===== src/rtl/step_dir_generator_if.sv =====
// rtl/step_dir_generator_if.sv - move request and step/dir output bundle
interface step_dir_if #(
  parameter int CNT_W = 16
);
  logic             start;
  logic             dir_in;
  logic [CNT_W-1:0] steps;
  logic [CNT_W-1:0] period;
  logic [7:0]       pulse_width;
  logic             abort;
  logic             step_out;
  logic             dir_out;
  logic             busy;
  logic             done;
  logic [CNT_W-1:0] remaining;

  modport master (
    output start, dir_in, steps, period, pulse_width, abort,
    input  step_out, dir_out, busy, done, remaining
  );

  modport slave (
    input  start, dir_in, steps, period, pulse_width, abort,
    output step_out, dir_out, busy, done, remaining
  );
endinterface


===== src/rtl/step_dir_generator.sv =====
// rtl/step_dir_generator.sv - step/direction pulse generator FSM
module step_dir_generator #(
  parameter int DIR_SETUP = 4,
  parameter int CNT_W     = 16
) (
  input  logic clk,
  input  logic rst,
  step_dir_if.slave bus
);
  typedef enum logic [2:0] {
    IDLE   = 3'd0,
    SETUP  = 3'd1,
    HIGH   = 3'd2,
    LOW    = 3'd3,
    FINISH = 3'd4
  } state_t;

  localparam logic [CNT_W-1:0] ONE      = CNT_W'(1);
  localparam logic [CNT_W-1:0] SETUP_M1 = CNT_W'(DIR_SETUP - 1);

  state_t           state;
  logic [CNT_W-1:0] cnt;
  logic [CNT_W-1:0] high_m1;
  logic [CNT_W-1:0] low_m1;
  logic             abort_pend;

  logic [CNT_W-1:0] pw_in;
  logic [CNT_W-1:0] low_in;
  logic [CNT_W-1:0] high_m1_in;
  logic [CNT_W-1:0] low_m1_in;
  logic             abort_now;

  // Phase lengths are resolved once at start so period/pulse_width are free to change mid-move.
  always_comb begin
    pw_in      = (bus.pulse_width == 8'd0) ? ONE : CNT_W'(bus.pulse_width);
    low_in     = (bus.period > pw_in) ? (bus.period - pw_in) : ONE;
    high_m1_in = pw_in - ONE;
    low_m1_in  = low_in - ONE;
    abort_now  = abort_pend | bus.abort;
  end

  always_ff @(posedge clk or posedge rst) begin
    if (rst) begin
      state         <= IDLE;
      cnt           <= '0;
      high_m1       <= '0;
      low_m1        <= '0;
      abort_pend    <= 1'b0;
      bus.step_out  <= 1'b0;
      bus.dir_out   <= 1'b0;
      bus.busy      <= 1'b0;
      bus.done      <= 1'b0;
      bus.remaining <= '0;
    end else begin
      case (state)
        IDLE: begin
          bus.done <= 1'b0;
          if (bus.start) begin
            bus.dir_out   <= bus.dir_in;
            bus.remaining <= bus.steps;
            high_m1       <= high_m1_in;
            low_m1        <= low_m1_in;
            cnt           <= SETUP_M1;
            bus.busy      <= 1'b1;
            state         <= SETUP;
          end
        end
        SETUP: begin
          if (bus.abort) abort_pend <= 1'b1;
          if (cnt == '0) begin
            if (bus.remaining == '0 || abort_now) begin
              bus.busy <= 1'b0;
              bus.done <= 1'b1;
              state    <= FINISH;
            end else begin
              bus.step_out  <= 1'b1;
              bus.remaining <= bus.remaining - ONE;
              cnt           <= high_m1;
              state         <= HIGH;
            end
          end else begin
            cnt <= cnt - ONE;
          end
        end
        HIGH: begin
          if (bus.abort) abort_pend <= 1'b1;
          if (cnt == '0) begin
            bus.step_out <= 1'b0;
            cnt          <= low_m1;
            state        <= LOW;
          end else begin
            cnt <= cnt - ONE;
          end
        end
        LOW: begin
          if (bus.abort) abort_pend <= 1'b1;
          if (cnt == '0) begin
            // A pending abort only takes effect here, after a full HIGH+LOW.
            if (bus.remaining != '0 && !abort_now) begin
              bus.step_out  <= 1'b1;
              bus.remaining <= bus.remaining - ONE;
              cnt           <= high_m1;
              state         <= HIGH;
            end else begin
              bus.busy <= 1'b0;
              bus.done <= 1'b1;
              state    <= FINISH;
            end
          end else begin
            cnt <= cnt - ONE;
          end
        end
        FINISH: begin
          bus.done   <= 1'b0;
          abort_pend <= 1'b0;
          state      <= IDLE;
        end
        default: begin
          bus.step_out <= 1'b0;
          bus.busy     <= 1'b0;
          bus.done     <= 1'b0;
          abort_pend   <= 1'b0;
          state        <= IDLE;
        end
      endcase
    end
  end
endmodule


===== src/flat_wrapper.sv =====
// flat-port wrapper written by rule: the top's interface ports become plain ports
module step_dir_generator_flat 
#(
  parameter int DIR_SETUP = 4,
  parameter int CNT_W     = 16
)
  (clk, rst, bus_start, bus_dir_in, bus_steps, bus_period, bus_pulse_width, bus_abort, bus_step_out, bus_dir_out, bus_busy, bus_done, bus_remaining);
  step_dir_if #(.CNT_W(CNT_W)) bus_i ();
  input  logic clk;
  input  logic rst;
  input wire logic [$bits(bus_i.start)-1:0] bus_start;
  input wire logic [$bits(bus_i.dir_in)-1:0] bus_dir_in;
  input wire logic [$bits(bus_i.steps)-1:0] bus_steps;
  input wire logic [$bits(bus_i.period)-1:0] bus_period;
  input wire logic [$bits(bus_i.pulse_width)-1:0] bus_pulse_width;
  input wire logic [$bits(bus_i.abort)-1:0] bus_abort;
  output wire logic [$bits(bus_i.step_out)-1:0] bus_step_out;
  output wire logic [$bits(bus_i.dir_out)-1:0] bus_dir_out;
  output wire logic [$bits(bus_i.busy)-1:0] bus_busy;
  output wire logic [$bits(bus_i.done)-1:0] bus_done;
  output wire logic [$bits(bus_i.remaining)-1:0] bus_remaining;
  assign bus_i.start = bus_start;
  assign bus_i.dir_in = bus_dir_in;
  assign bus_i.steps = bus_steps;
  assign bus_i.period = bus_period;
  assign bus_i.pulse_width = bus_pulse_width;
  assign bus_i.abort = bus_abort;
  assign bus_step_out = bus_i.step_out;
  assign bus_dir_out = bus_i.dir_out;
  assign bus_busy = bus_i.busy;
  assign bus_done = bus_i.done;
  assign bus_remaining = bus_i.remaining;
  step_dir_generator #(.DIR_SETUP(DIR_SETUP), .CNT_W(CNT_W)) u_core (.clk(clk), .rst(rst), .bus(bus_i));
endmodule

===== config.mk =====
export PLATFORM = sky130hd
export DESIGN_NAME = step_dir_generator_flat
export DESIGN_NICKNAME = d
export VERILOG_FILES = /design/src/rtl/step_dir_generator_if.sv /design/src/rtl/step_dir_generator.sv /design/src/flat_wrapper.sv
export SDC_FILE = /design/constraint.sdc
export NUM_CORES = 1
export LEC_CHECK = 0
export ABC_AREA = 1
export ABC_CLOCK_PERIOD_IN_PS = 4600
export BUFFER_PORTS_ARGS = -buffer_cell sky130_fd_sc_hd__buf_2
export CORE_MARGIN = 3
export CORE_UTILIZATION = 47
export CTS_CLUSTER_SIZE = 16
export DETAILED_ROUTE_END_ITERATION = 12
export PLACE_DENSITY = 0.63
export SYNTH_ARGS = -nofsm -noshare
export SYNTH_HDL_FRONTEND = slang
export SYNTH_SLANG_ARGS = --single-unit

===== constraint.sdc =====
create_clock -name clk -period 4.6 [get_ports clk]
set_input_delay 0.69 -clock clk [delete_from_list [all_inputs] [get_ports clk]]
set_output_delay 0.69 -clock clk [all_outputs]
set_load 0.05 [all_outputs]

# After elaboration in Yosys (flattened, before gate mapping)
# Index checks and enable logic that the tools add are counted.
[totals]
inputBits = 45
regBits = 72
[classes]
bitwise_logic = 5
eq_ne = 15
n_reduce_logical = 21
mux = 41
addsub = 5
n_lt_le_gt_ge = 1
[ops]
columns = ["operator", "n"]
rows = [
  ["$mux 16", 12],
  ["$pmux 16 s4", 1],
  ["$sub 16x1->16 const B", 4],
  ["$pmux 16 s3", 1],
  ["$logic_not 16->1", 2],
  ["$mux 3", 6],
  ["$reduce_and 6->1", 3],
  ["$gt 16x16->1", 1],
  ["$reduce_bool 16->1", 1],
  ["$sub 16x16->16", 1],
  ["$mux 1", 15],
  ["$ne 2x1->1 const B", 6],
  ["$pmux 3 s4", 1],
  ["$logic_not 8->1", 1],
  ["$mux 8", 1],
  ["$pmux 1 s4", 2],
  ["$reduce_and 4->1", 2],
  ["$eq 3x2->1 const B", 2],
  ["$ne 2x2->1 const B", 3],
  ["$ne 3x3->1 const B", 2],
  ["$reduce_and 5->1", 1],
  ["$not 1->1", 4],
  ["$reduce_and 2->1", 2],
  ["$reduce_bool 4->1", 1],
  ["other kinds (12)", 13],
]

# Depth between registers and ports, before layout
# Gate-level depths: netlist of the first run.
[depth]
word_depth = 6
mapped_depth = 23
depth_no_buf = 22

# Least setup slack after synthesis of the first run
# No wires, ideal clock.
[synth_path]
kind = "in2reg"
from = "in bus_pulse_width[3]"
to = "reg u_core.low_m1[12]"
cell_stages = 22
path_slack_ns = 1.258
arrival_time_ns = 3.225
cell_sequence = "nor2_1 nand4_1 inv_1 or2_2 ha_1 fa_1 inv_1 nand2_1 nand2_1 nand3_4 nand3_2 nand2_1 or2_2 ha_1 nand2_1 inv_1 nand2_1 nor2_1 nand3_1 nand2_1 nand3_1 nand2_1"
[synth_between]
elab_chain_len = 5
word_cells_on_any_way = 6
cone_classes = "add/sub: 2; order compare: 1; mux: 2; reduce/logical: 1"
[synth_lines]
columns = ["item", "line_no", "text"]
rows = [
  ["start: declaration", "flat_wrapper.sv:15", "input wire logic [$bits(bus_i.pulse_width)-1:0] bus_pulse_width;"],
  ["$logic_not 8->1", "step_dir_generator.sv:35", "pw_in = (bus.pulse_width == 8'd0) ? ONE : CNT_W'(bus.pulse_width);"],
  ["$mux 8 *", "step_dir_generator.sv:35", ""],
  ["$sub 16x16->16 / $gt 16x16->1 (equally long branches)", "step_dir_generator.sv:36", "low_in = (bus.period > pw_in) ? (bus.period - pw_in) : ONE;"],
  ["$mux 16 *", "step_dir_generator.sv:36", ""],
  ["$sub 16x1->16 *", "step_dir_generator.sv:38", "low_m1_in = low_in - ONE;"],
  ["end signal: assignment", "step_dir_generator.sv:62", "low_m1 <= low_m1_in;"],
  ["end: declaration", "step_dir_generator.sv:24", "logic [CNT_W-1:0] low_m1;"],
]
# Every way passes the cells marked *; elsewhere a longest branch is shown, timed or not.
# A chain may end at the register's enable or synchronous reset.

# Worst setup path after layout of the first run
[layout_path]
from = "in bus_pulse_width[4]"
to = "reg u_core.low_m1[6]"
# The elaborated chain is that of the path after synthesis.

==> results of run 1 <==
[logic make-up (layout without fill, tap and decap cells)]
group                      Yosys count  count (layout)
buffers and inverters              142             205
xor gates and xnor gates            20              20
AOI/OAI and AO/OA                  126             126
and+or+nand+nor                    429             429
DFF                                 71              71
adders and majority gates           15              15
[registers in the layout, summed over array words and instances, names as in the netlist]
register	cells
u_core.cnt	16
u_core.bus.done	1
u_core.low_m1	16
u_core.bus.busy	1
u_core.state	3
u_core.high_m1	15
u_core.bus.step_out	1
u_core.abort_pend	1
u_core.bus.dir_out	1
u_core.bus.remaining	16
[critical path: cells and delay by family]
| family | cells | cell delay (ns) |
|---|---|---|
| simple gates | 12 | 1.54 |
| compound gates | 2 | 0.18 |
| buf+inv | 4 | 0.33 |
| fa+ha+maj | 3 | 0.84 |
[power groups by stage]
stage / Clock (mW) / Combinational [mW] / Sequential, mW
floorplan: 0 / 1.45 / 1.31
global placement: 0 / 2.11 / 1.07
detailed placement: 0 / 2.13 / 1.07
CTS: 0.781 / 2.15 / 1.07
global route: 0.813 / 2.40 / 1.10
finish: 0.769 / 2.14 / 1.07
[through the flow]
stage | power, mW | area, µm² | hold slack [ns] | cells
after floorplan | 2.76 | 5460 | 0.431 | 803
after global placement | 3.17 | 5850 | 0.452 | 990
after detailed placement | 3.21 | 5850 | 0.456 | 990
after CTS | 3.99 | 6180 | 0.471 | 1006
after global routing | 4.32 | 6180 | 0.494 | 1006
final | 3.97 | 6180 | 0.469 | 1006
[cell type report]
cell class / instances / area share, %
clock buffer: 11 / 4.09
clock inverter: 5 / 1.30
inverter: 123 / 7.53
multi-input combinational: 590 / 50.1
sequential: 71 / 28.7
tap: 140 / 2.83
timing repair buffer: 66 / 5.43
[worst max-delay path by stage]
stage	start	to	slack (ns)
global placement	bus_pulse_width[4]	u_core.low_m1[14]$_DFFE_PP0P_	0.96
global route	bus_pulse_width[4]	u_core.low_m1[6]$_DFFE_PP0P_	0.90
detailed placement	bus_pulse_width[2]	u_core.low_m1[6]$_DFFE_PP0P_	0.85
floorplan	bus_pulse_width[3]	u_core.low_m1[12]$_DFFE_PP0P_	1.26
finish	bus_pulse_width[4]	u_core.low_m1[6]$_DFFE_PP0P_	1.21
CTS	bus_pulse_width[2]	u_core.low_m1[6]$_DFFE_PP0P_	1.20
[placed cells by master (no fill, tap or decap), types with 3 or more instances in the layout]
cell type / Yosys / routed
nand2_1: 228 / 228
inv_1: 113 / 112
dfrtp_1: 71 / 71
o21ai_0: 69 / 69
nor2_1: 67 / 67
buf_2: 1 / 64
nand3_1: 51 / 51
nand2_2: 19 / 19
xor2_1: 16 / 16
ha_1: 14 / 14
a21oi_1: 13 / 13
o21ai_1: 13 / 13
nand4_1: 12 / 12
o21ai_2: 11 / 11
nor3_1: 9 / 9
inv_2: 8 / 9
nor2_4: 9 / 9
clkbuf_16: 0 / 9
nor2_2: 8 / 8
nand3_2: 5 / 5
xnor2_1: 4 / 4
a31oi_1: 4 / 4
or2_2: 4 / 4
nor4_1: 4 / 4
nand3b_1: 4 / 4
nand2_4: 3 / 3
o21bai_1: 3 / 3
[layer usage]
| layer | part of all wire, % | vias to the layer above |
|---|---|---|
| met5 | 0 | - |
| met4 | 2.0 | 0 |
| met3 | 3.6 | 24 |
| met2 | 50 | 101 |
| met1 | 45 | 2433 |
| li1 | - | 2673 |
==> impl_results.md, run 1 <==
- Simple-Gate Fraction of Synth Area: 36.6%
- Dominant synthesized flop cell: dfrtp_1
- Final core occ: 55.8%
- Worst path slowest cell: fa_1
- Clk_skew: 0.00777 ns
- Synth area leader: dfrtp_1
- Hold-critical path depth: 2
- PortBufs: 64
- Total negative slack: 0 ns
- R2r setup slk: 1.78 ns
- Met1 usage: 28.6%
- Chip height: 114 µm
- Grt met2 use: 39.6%
- Largest family of logic cells by synthesized area: simple AND/OR/NAND/NOR gates
- Worst-Skew Late Latency: 0.33 ns
- TritonCTS clock tree: built
- Wire per inst: 13.9 µm
- Area contributors post-synth: dfrtp_1 33%, nand2_1 16%, inv_1 7.8%
- Hold-fix buffers, CTS: 0
- HP Start: u_core.bus.busy$_DFFE_PP0P_
- Crit path largest cell delay: 0.40 ns
- Worst IR Drop VDD: 440 µV
- Fin nets: 921
- Clk buf depth: 2
- Min-Delay Endpoint: u_core.bus.busy$_DFFE_PP0P_
- Root Driver: clkbuf_16
- DR vias: 5231
- Post-DP HPWL: 10900 µm
- Max cap viols: 0
- Grt total ovfl: 0
- Syn avg cell area: 6.79 µm²
- Vias in the first global route: 5071
- Synth Area in Compound Gates: 13.4%
- Most common cell in the netlist: nand2_1
- Status: completed
- Post-synth cell types: 47
- Vias/cell: 5.20
- Reg area: 0.00178 mm²
- Worst Path Required: 4.79 ns
- Most common cell on crit path: nand2_1
- Mux contribution to synthesized area: 0%
- Setup bufs post-CTS: 0
- Reg-to-Reg End: u_core.cnt[0]$_DFFE_PP0P_
- Final setup margin: 1.21 ns
- Syn nets: 863
- Comb pwr share: 53.8%
- Lkg Pwr: 3.23 nW
- Synth Warn #: 0
- RR Startpoint: u_core.cnt[0]$_DFFE_PP0P_
- Slew HR: 50.4%
- Largest net degree at the start of global routing: 39
- Antenna cells: 0
- Die ar.: 0.0129 mm²
- Clock transition at path regs: 0.06 ns
- Layout area overhead: 13.3%
- Ports: 65
- Pwr Density: 643 mW/mm²
- Starting Density: 49.2%
- Final period util: 73.8%
- Sequential fraction of design power: 26.9%
- Tmin final: 3.39 ns
- Seq cells post-synth: 71
- Crit-path max FO: 5
- Clock Sinks: 71
- WP data arrival: 3.58 ns
- Net switching fraction of the power: 49.5%
- Antenna-violating nets left: 0
- Xor/xnor cell area share of the yosys netlist: 3.21%
- Final WL: 14000 µm
- Iter 0 DRT Violations: 326
- CP Capture Type: register
- Cell Int Power: 2.01 mW
- Filler Cells Inserted: 1102
- Initial antenna violation count: 0
- Worst setup SP type: primary input
- Layer with the highest usage: met2
- Post-synth ARST share: 100%
- Synth top area share: 32.6%
- Post-CTS Resized: 0
- Worst reg2reg path depth: 15
- Most frequent cells after synthesis: 228 x nand2_1, 113 x inv_1, 71 x dfrtp_1
- Die extent in x: 114 µm
- Fin. Hold Viols: 0
- Fin. max-slew vios: 0
- H-tree depth: 3
- Core Rows: 38
- CP cell instances: buf_2 > nor2_1 > nand4_1 > inv_1 > or2_2 > ha_1 > fa_1 > inv_1 > nand2_1 > nand2_1 > nand3_4 > nand3_2 > nand2_1 > or2_2 > ha_1 > nand2_1 > inv_1 > nand2_1 > o21ai_0 > nand3_1 > o21ai_0
- Total core area: 0.0111 mm²
- Hold Crit Class: register to register
- Final setup fails: 0
- Cells after Synth: 803
- Adder-cell area share of the yosys netlist: 3.58%
- Total CTS buffers: 9
- GRT met3 Usage: 2.92%
- Clock power share: 19.3%
- Initial DRT Pass Iterations: 5
- Post-synth EDFFs: 0
- First-pass GRT wire length: 23700 µm
- Tightest Pin Transition: 0.742 ns
- Seq/Total Area, Yosys: 32.6%
- Multi-input gate area: 0.00310 mm²
- Max Fclk: 295 MHz
- Net switching power: 1.97 mW
- Place WS: 0.855 ns
- Fraction of layout cells with a size suffix above 1: 18.2%
- RSZ-0062 raised after global routing: false
- Synth Cell Area: 0.00546 mm²
- GPL Wtd Cong: 0.892
- Crit Path Category: primary input to register
- GRT Util Overall: 22.5%
- Remaining DRCs: 0
Note: power is estimated with default switching activity, not from simulation.
==> run 2: changes to the inputs <==
Settings changed: ABC_CLOCK_PERIOD_IN_PS 4600 to 2800, PLACE_DENSITY 0.63 to 0.65.
Clock period 4.6 ns to 2.8 ns, I/O delays scaled along.
==> run 2 against run 1 <==
  * Hold slack got worse by 0.31 ns
  * Register-to-register slack got worse by 1.5 ns
  * Global-route usage increased by 0.91 points
  * Non-clock buffer count increased by 48
  * Clock power increased by 53%
  * Combinational power increased by 74%
  * Flip-flop and latch count unchanged
  * Core utilization increased by 4.6 points
  * Sequential power increased by 63%
  * Largest power group unchanged
  * Routed wire length increased by 4.7%
  * Count of clock-buffer cells in the layout unchanged
==> impl_results.md, run 2 (synthesized netlist as in run 1, its figures left out) <==
- Net switching power: 3.30 mW
- Die extent in x: 114 µm
- Fin. Hold Viols: 0
- Hold-fix buffers, CTS: 0
- Crit-path max FO: 3
- Initial DRT Pass Iterations: 5
- Layout area overhead: 22.6%
- Final core occ: 60.4%
- Iter 0 DRT Violations: 309
- Cell Int Power: 3.33 mW
- GPL Wtd Cong: 0.877
- Total negative slack: 0 ns
- Placed cell count: 1033
- Status: completed
- Worst path slowest cell: fa_2
- Largest net degree at the start of global routing: 46
- CP bufs+invs: 4
- Final WL: 14700 µm
- Remaining DRCs: 0
- Worst reg2reg path depth: 17
- Clock power share: 17.8%
- Sequential fraction of design power: 26.2%
- CP cell instances: buf_2 > nor2_2 > nand4_1 > inv_1 > or2_4 > ha_4 > fa_2 > inv_2 > nand2_2 > nand2_2 > nand3_4 > nand3_4 > nand2_2 > or2_4 > ha_4 > nand2_4 > inv_2 > nand2_2 > nor2_2 > nand3_1 > nand2_1 > nand3_2 > nand2_1
- Most common cell on crit path: nand2_2
- CP Capture Type: register
- Die ar.: 0.0129 mm²
- Vias in the first global route: 5252
- Reg-to-Reg End: u_core.bus.remaining[2]$_DFFE_PP0P_
- First-pass GRT wire length: 24800 µm
- Filler Cells Inserted: 1042
- Root Driver: clkbuf_16
- Worst IR Drop VDD: 1010 µV
- Fin nets: 970
- Comb pwr share: 56.0%
- Hold Crit Class: primary input to asynchronous set/reset pin
- Tightest Pin Transition: 0.622 ns
- Wire per inst: 13.9 µm
- Total CTS buffers: 9
- Core Rows: 38
- Worst setup SP type: primary input
- Antenna-violating nets left: 0
- Top delay family on crit path: simple AND/OR/NAND/NOR gates
- Worst-Skew Late Latency: 0.33 ns
- Initial antenna violation count: 0
- Lkg Pwr: 3.51 nW
- Final period util: 95.1%
- Crit Path Category: primary input to register
- Biggest regs: u_core.bus.remaining x16, u_core.cnt x16, u_core.low_m1 x16
- PortBufs: 64
- Clock transition at path regs: 0.06 ns
- Fraction of layout cells with a size suffix above 1: 25.4%
- Worst Path Required: 3.02 ns
- Reg area: 0.00178 mm²
- Crit path largest cell delay: 0.36 ns
- Final hold slack: 0.158 ns
- RR Startpoint: u_core.bus.remaining[0]$_DFFE_PP0P_
- Antenna cells: 0
- Slew HR: 58.4%
- Pwr Total: 6.63 mW
- GRT Util Overall: 23.4%
- WP data arrival: 2.89 ns
- TritonCTS clock tree: built
- Chip height: 114 µm
- Clock Sinks: 71
- Starting Density: 49.2%
- Clk buf depth: 2
- Max cap viols: 0
- Most frequent cells in the layout: 220 x nand2_1, 109 x inv_1, 71 x dfrtp_1, 69 x o21ai_0, 63 x buf_2
- Total core area: 0.0111 mm²
- Tmin final: 2.66 ns
- Grt total ovfl: 0
- Fin. max-slew vios: 0
- Commonest non-fill, non-tap cell in the layout: nand2_1
- Ports: 65
- Vias/cell: 5.16
- Clk_skew: 0.00639 ns
- Net switching fraction of the power: 49.8%
- Post-DP HPWL: 11200 µm
- H-tree depth: 3
- DR vias: 5444
- Max Fclk: 376 MHz
- Post-Layout Cell Count: 1055
- Final setup fails: 0
- Multi-input gate area: 0.00324 mm²
- R2r setup slk: 0.26 ns
- Pwr Density: 991 mW/mm²
==> run 2: power by group through the flow <==
stage,Combinational [mW],Clock (mW),Sequential [mW]
floorplan,2.40,0,2.14
global placement,3.57,0,1.73
detailed placement,3.64,0,1.75
CTS,3.67,1.19,1.73
global route,4.14,1.24,1.79
finish,3.72,1.18,1.74
==> run 2: repair_timing <==
action / 4_1_cts / 5_1_grt
setup endpoints to repair: 0 / 12
resized for setup: 0 / 25
buffers inserted: 0 / 5
==> run 2: metal layers <==
layer / GRT usage [%] / vias to the layer above / routed length, µm
li1: - / 2782 / -
met5: 0 / - / 0
met1: 31.8 / 2522 / 6920
met4: 5.37 / 0 / 170
met3: 3.13 / 14 / 598
met2: 39.9 / 126 / 6970
==> run 2: through the flow <==
stage               setup slack (ns)  area, µm²
finish                         0.138       6690
global route                 -0.0151       6690
CTS                           0.0992       6550
detailed placement            -0.249       6240
global placement              -0.171       6240
floorplan                     0.0109       5500
==> run 2: worst max-delay path by stage <==
stage | startpoint | endpoint | slack, ns | cells past startpoint
final | bus_pulse_width[2] | u_core.low_m1[14]$_DFFE_PP0P_ | 0.14 | 23
after global routing | bus_pulse_width[2] | u_core.low_m1[10]$_DFFE_PP0P_ | -0.02 | 22
after CTS | bus_pulse_width[6] | u_core.low_m1[11]$_DFFE_PP0P_ | 0.1 | 22
after detailed placement | bus_pulse_width[6] | u_core.low_m1[11]$_DFFE_PP0P_ | -0.25 | 22
after global placement | bus_pulse_width[6] | u_core.low_m1[12]$_DFFE_PP0P_ | -0.17 | 23
after floorplan | bus_pulse_width[3] | u_core.low_m1[12]$_DFFE_PP0P_ | 0.01 | 22
==> run 2: final cells by class <==
type,instances,area share (%)
clock inverters,5,0.842
well taps,140,2.62
inverters,123,6.96
clock buffers,11,3.78
flip-flops and latches,71,26.6
repair buffers,114,10.9
multi-input cells,591,48.4
